**config.mk**
```make
export PLATFORM = sky130hd
export DESIGN_NAME = mult_share_arb_flat
export DESIGN_NICKNAME = d
export VERILOG_FILES = /design/src/rtl/mult_share_arb_if.sv /design/src/rtl/mult_share_arb.sv /design/src/flat_wrapper.sv
export SDC_FILE = /design/constraint.sdc
export NUM_CORES = 1
export LEC_CHECK = 0
export BUFFER_PORTS_ARGS = -buffer_cell sky130_fd_sc_hd__buf_2
export CELL_PAD_IN_SITES_DETAIL_PLACEMENT = 1
export CELL_PAD_IN_SITES_GLOBAL_PLACEMENT = 1
export CORE_UTILIZATION = 36
export DETAILED_ROUTE_END_ITERATION = 6
export GPL_TIMING_DRIVEN = 0
export PLACE_DENSITY = 0.81
export SLEW_MARGIN = 10
export SYNTH_ARGS = -nofsm -noshare
export SYNTH_HDL_FRONTEND = slang
export SYNTH_SLANG_ARGS = --single-unit
export TNS_END_PERCENT = 20
```
**constraint.sdc**
```tcl
create_clock -name clk -period 4.5 [get_ports clk]
set_input_delay 0 -clock clk [delete_from_list [all_inputs] [get_ports clk]]
set_output_delay 0 -clock clk [all_outputs]
set_load 0.02 [all_outputs]
```
**src/rtl/mult_share_arb_if.sv**
```systemverilog
// Requester / downstream bundle for mult_share_arb.
// MULT_SHARE_ARB_PRIO_EN adds the prio0 override input.
interface mult_share_arb_if #(parameter int W = 4);
  logic           req0;
  logic [W-1:0]   a0;
  logic [W-1:0]   b0;
  logic           sgn0;
  logic           gnt0;
  logic           req1;
  logic [W-1:0]   a1;
  logic [W-1:0]   b1;
  logic           sgn1;
  logic           gnt1;
  logic           out_valid;
  logic           out_ready;
  logic [2*W-1:0] out_p;
  logic           out_id;
`ifdef MULT_SHARE_ARB_PRIO_EN
  logic           prio0;

  modport master (
    output req0, a0, b0, sgn0, req1, a1, b1, sgn1, out_ready, prio0,
    input  gnt0, gnt1, out_valid, out_p, out_id
  );
  modport slave (
    input  req0, a0, b0, sgn0, req1, a1, b1, sgn1, out_ready, prio0,
    output gnt0, gnt1, out_valid, out_p, out_id
  );
`else
  modport master (
    output req0, a0, b0, sgn0, req1, a1, b1, sgn1, out_ready,
    input  gnt0, gnt1, out_valid, out_p, out_id
  );
  modport slave (
    input  req0, a0, b0, sgn0, req1, a1, b1, sgn1, out_ready,
    output gnt0, gnt1, out_valid, out_p, out_id
  );
`endif
endinterface

```
**src/rtl/mult_share_arb.sv**
```systemverilog
// Round-robin shared W x W registered multiplier for two requesters.
// Optional MULT_SHARE_ARB_PRIO_EN: prio0 lets requester 0 win every arbitration.
module mult_share_arb #(
  parameter int W = 4
) (
  input logic             clk,
  input logic             rst_n,
  mult_share_arb_if.slave bus
);
  typedef enum logic {IDLE, HOLD} state_t;

  state_t         r_state;
  logic           r_last;
  logic [2*W-1:0] r_p;
  logic           r_id;

  logic           w_can;
  logic           w_prio0;
  logic           w_sel1;
  logic           w_gnt0;
  logic           w_gnt1;
  logic [W-1:0]   w_a;
  logic [W-1:0]   w_b;
  logic           w_s;
  logic [2*W-1:0] w_ax;
  logic [2*W-1:0] w_bx;
  logic [2*W-1:0] w_prod;

`ifdef MULT_SHARE_ARB_PRIO_EN
  assign w_prio0 = bus.prio0;
`else
  assign w_prio0 = 1'b0;
`endif

  assign w_can = (r_state == IDLE) || bus.out_ready;

  // Requester 1 wins when alone, or when both ask and 0 was served last (unless prio0 forces 0).
  assign w_sel1 = bus.req1 & (~bus.req0 | (~w_prio0 & ~r_last));
  assign w_gnt0 = rst_n & w_can & bus.req0 & ~w_sel1;
  assign w_gnt1 = rst_n & w_can & w_sel1;

  assign w_a = w_sel1 ? bus.a1   : bus.a0;
  assign w_b = w_sel1 ? bus.b1   : bus.b0;
  assign w_s = w_sel1 ? bus.sgn1 : bus.sgn0;

  // Low 2W bits of the extended product are exact for both signed and unsigned.
  assign w_ax   = w_s ? {{W{w_a[W-1]}}, w_a} : {{W{1'b0}}, w_a};
  assign w_bx   = w_s ? {{W{w_b[W-1]}}, w_b} : {{W{1'b0}}, w_b};
  assign w_prod = w_ax * w_bx;

  always_ff @(posedge clk) begin
    if (!rst_n) begin
      r_state <= IDLE;
      r_last  <= 1'b1;
      r_p     <= '0;
      r_id    <= 1'b0;
    end else if (w_gnt0 || w_gnt1) begin
      r_state <= HOLD;
      r_last  <= w_gnt1;
      r_p     <= w_prod;
      r_id    <= w_gnt1;
    end else if (r_state == HOLD && bus.out_ready) begin
      r_state <= IDLE;
    end
  end

  assign bus.gnt0      = w_gnt0;
  assign bus.gnt1      = w_gnt1;
  assign bus.out_valid = (r_state == HOLD);
  assign bus.out_p     = r_p;
  assign bus.out_id    = r_id;
endmodule
```
**src/flat_wrapper.sv**
```systemverilog
// flat-port wrapper written by rule: the top's interface ports become plain ports
module mult_share_arb_flat 
#(
  parameter int W = 4
)
  (clk, rst_n, bus_req0, bus_a0, bus_b0, bus_sgn0, bus_req1, bus_a1, bus_b1, bus_sgn1, bus_out_ready, bus_gnt0, bus_gnt1, bus_out_valid, bus_out_p, bus_out_id);
  mult_share_arb_if #(.W(W)) bus_i ();
  input logic clk;
  input logic rst_n;
  input wire logic [$bits(bus_i.req0)-1:0] bus_req0;
  input wire logic [$bits(bus_i.a0)-1:0] bus_a0;
  input wire logic [$bits(bus_i.b0)-1:0] bus_b0;
  input wire logic [$bits(bus_i.sgn0)-1:0] bus_sgn0;
  input wire logic [$bits(bus_i.req1)-1:0] bus_req1;
  input wire logic [$bits(bus_i.a1)-1:0] bus_a1;
  input wire logic [$bits(bus_i.b1)-1:0] bus_b1;
  input wire logic [$bits(bus_i.sgn1)-1:0] bus_sgn1;
  input wire logic [$bits(bus_i.out_ready)-1:0] bus_out_ready;
  output wire logic [$bits(bus_i.gnt0)-1:0] bus_gnt0;
  output wire logic [$bits(bus_i.gnt1)-1:0] bus_gnt1;
  output wire logic [$bits(bus_i.out_valid)-1:0] bus_out_valid;
  output wire logic [$bits(bus_i.out_p)-1:0] bus_out_p;
  output wire logic [$bits(bus_i.out_id)-1:0] bus_out_id;
  assign bus_i.req0 = bus_req0;
  assign bus_i.a0 = bus_a0;
  assign bus_i.b0 = bus_b0;
  assign bus_i.sgn0 = bus_sgn0;
  assign bus_i.req1 = bus_req1;
  assign bus_i.a1 = bus_a1;
  assign bus_i.b1 = bus_b1;
  assign bus_i.sgn1 = bus_sgn1;
  assign bus_i.out_ready = bus_out_ready;
  assign bus_gnt0 = bus_i.gnt0;
  assign bus_gnt1 = bus_i.gnt1;
  assign bus_out_valid = bus_i.out_valid;
  assign bus_out_p = bus_i.out_p;
  assign bus_out_id = bus_i.out_id;
  mult_share_arb #(.W(W)) u_core (.clk(clk), .rst_n(rst_n), .bus(bus_i));
endmodule
```
==> impl_metrics.ini <==
[clock_network]
cts_tree = done
clock-sinks = 11
cts_hold_buf = 0
cts_buffers = 3
clk_path_buf_depth = 2
clock_latency_ps = 240
ctsHtreeMaxLevel = 1
cts_root_buf = clkbuf_8
clkTransAtPathRegs_ps = 60

[placement]
dp_hpwl_um = 3407
numPortBuffers = 33
place_congestion = 0.8561

[timing]
hold_viol = 0
relSlewSlack_pct = 70.40
finalSetupViolations = 0
fin_crit_sh_pct = 96.65
final-max-slew-violation-count = 0
skew_ps = 11.04
grt_setup_unrepaired = no
worst-slew-pin-transition_ps = 442.1
post-route-min-period_ps = 4349
fmax_mhz = 229.9

[worst_setup_path]
endpoint_kind = flop
cp_top_family = adder cells
reg2reg_slack_ps = 150
critPathKind = reg2reg
arrival_ps = 4470
slowest_delay_ps = 520
r2r_end = u_core.bus.out_p[7]$_SDFFE_PN0P_
startpoint_type = flop
rr_worst_depth = 15
path_cells = a21boi_2, clkbuf_8, and3_1, a31oi_1, fa_1, fa_1, inv_1, fa_1, inv_1, fa_1, xnor2_1, xnor3_1, xnor3_1, xnor2_2, o21ai_1
critPathSlowestCell = fa_1
cp_data_required_time_ps = 4620
crit_top_cell = fa_1
crit_fanout = 10
critPathCapture = u_core.bus.out_p[7]$_SDFFE_PN0P_
regToRegStartpoint = u_core.r_last$_SDFFE_PN1P_
cp_num_buf_inv = 3
startpoint = u_core.r_last$_SDFFE_PN1P_
cp.depth = 15

[grt]
gr-usage-all-layers_pct = 20.64
antenna_found_initial = 0
grt_pass1_vias = 1387
gr-total-overflow = 0
grt_first_pass_wirelength_um = 6720
grt_max_degree = 19

[drt]
drtIter0Drc = 54
routed-wl-met3_um = 115
wl_met1_um = 1869
wire_per_inst_um = 15.59
met2WireLength_um = 2176
remaining_drc_errors = 0
dr.max_layer_used = met4
antenna_left = 0
drt_wl_total_um = 4177
vias = 1438
first_pass_iters = 4
viasPerCell = 5.366

[floorplan]
rows = 23
ios = 35
fp.dieH_um = 66.42
dieArea_mm2 = 0.004412
core_mm2 = 0.004000
start_util_pct = 37.35
die_w_um = 66.42

[final_layout]
area_growth_pct = 21.69
fillers = 494
antenna_cells = 0
post_route_cells_drive_above_1_share_pct = 22.94
nets = 270
final_core_util_pct = 45.45

[synth]
yosys-top-cells-area = fa_1 16%, dfxtp_1 15%, ha_1 13%, nand3_1 12%, inv_1 5.0%
syn_inst = 181
synth.ff_latch_count = 11
yosys-top-cells-count = 37 x nand3_1, 20 x inv_1, 16 x ha_1
synth.distinct_cells = 32
syn_area_mm2 = 0.001494
ys_warn_count = 0
synth_top_cell_area_share_pct = 16.08
async_flop_share_pct = 0
ys_seq_area_share_pct = 14.74
syn_area_per_cell_um2 = 8.254
yosysMostFrequentCell = nand3_1
synth_edf_count = 0
yosysTopAreaCell = fa_1
yosys_most_used_dff = dfxtp_1
synth_nets = 232

[power]
ir_drop_v = 0.0001914
leakage_uw = 0.0009725
total_power_uw = 543.5
p_per_area_mw_per_mm2 = 299.0

[run]
cap_viol_max_count = 0

[min_path]
hp-class = in2reg

[run_status]
status = completed
cells by family (layout without fill, tap and decap cells):
kind of cell | Yosys count | in the layout | share of synthesized area, %
DFF | 11 | 11 | 14.74
buffers and inverters | 28 | 65 | 7.537
xor gates and xnor gates | 12 | 12 | 9.799
adders and majority gates | 28 | 28 | 29.48
and+or+nand+nor | 72 | 72 | 24.20
muxes | 5 | 5 | 3.601
AOI/OAI and AO/OA | 25 | 25 | 10.64
where the power goes:
part / switching (uW) / internal, uW
clock: 39.2 / 60.8
combinational: 175 / 147
sequential: 7.84 / 114
sequential cells by signal (all words and copies together) (netlist names):
name,count
u_core.r_last,1
u_core.bus.out_p,8
u_core.bus.out_valid,1
u_core.bus.out_id,1
layout by cell type (no fill, tap or decap), types with 3 or more instances in the layout:
cell | Yosys | routed
a21oi_1 | 5 | 4
ha_1 | 16 | 16
nand3_1 | 37 | 37
buf_2 | 0 | 34
nand2_1 | 15 | 15
clkbuf_8 | 0 | 4
fa_1 | 12 | 12
inv_1 | 20 | 20
nand4_1 | 4 | 4
nor2b_1 | 6 | 6
a31oi_1 | 3 | 3
xnor2_1 | 6 | 5
xnor3_1 | 3 | 3
mux2i_1 | 4 | 4
xor2_1 | 3 | 3
o21ai_0 | 5 | 3
and3_1 | 5 | 5
dfxtp_1 | 11 | 10
per-stage QoR:
stage | cells | hold slack [ps] | setup slack [ps] | TNS (ps) | instance area (um2)
2_1_floorplan | 181 | 128.2 | 72.50 | 0 | 1494
3_3_place_gp | 264 | 288.0 | -651.7 | -728.4 | 1722
3_5_place_dp | 264 | 289.8 | -833.3 | -1213 | 1722
4_1_cts | 268 | 41.74 | 21.87 | 0 | 1805
5_1_grt | 268 | 61.53 | 13.63 | 0 | 1818
6_report | 268 | 46.51 | 150.6 | 0 | 1818
final cells by class:
| cell class | count | area [um2] | area share, % |
|---|---|---|---|
| well taps | 50 | 62.56 | 3.441 |
| flip-flops and latches | 11 | 221.5 | 12.18 |
| inverters | 20 | 75.07 | 4.129 |
| clock inverters | 1 | 5.005 | 0.2753 |
| multi-input cells | 142 | 1191 | 65.52 |
| clock buffers | 3 | 41.29 | 2.271 |
| repair buffers | 34 | 172.7 | 9.498 |
| plain buffers | 7 | 48.80 | 2.684 |
worst min-delay path by stage:
stage,start,endpoint,slack (ps),cells after the start
2_1_floorplan,rst_n,u_core.bus.out_id$_SDFFE_PN0P_,130,1
3_3_place_gp,rst_n,u_core.bus.out_id$_SDFFE_PN0P_,290,2
3_5_place_dp,rst_n,u_core.bus.out_id$_SDFFE_PN0P_,290,2
4_1_cts,rst_n,u_core.bus.out_id$_SDFFE_PN0P_,40,2
5_1_grt,rst_n,u_core.bus.out_id$_SDFFE_PN0P_,60,2
6_report,rst_n,u_core.bus.out_id$_SDFFE_PN0P_,50,2
routing by layer:
metal	track usage, %	vias to the layer above
li1	-	697
met1	26.70	709
met2	35.97	30
met3	3.621	2
met4	3.457	0
met5	0	-
repair_timing:
item | in CTS | in global routing
setup buffers | 1 | 0
pin swaps | 1 | 1
resized for setup | 12 | 5
endpoints found under the setup margin | 3 | 1
No activity file was read; power rests on OpenSTA's default activity.
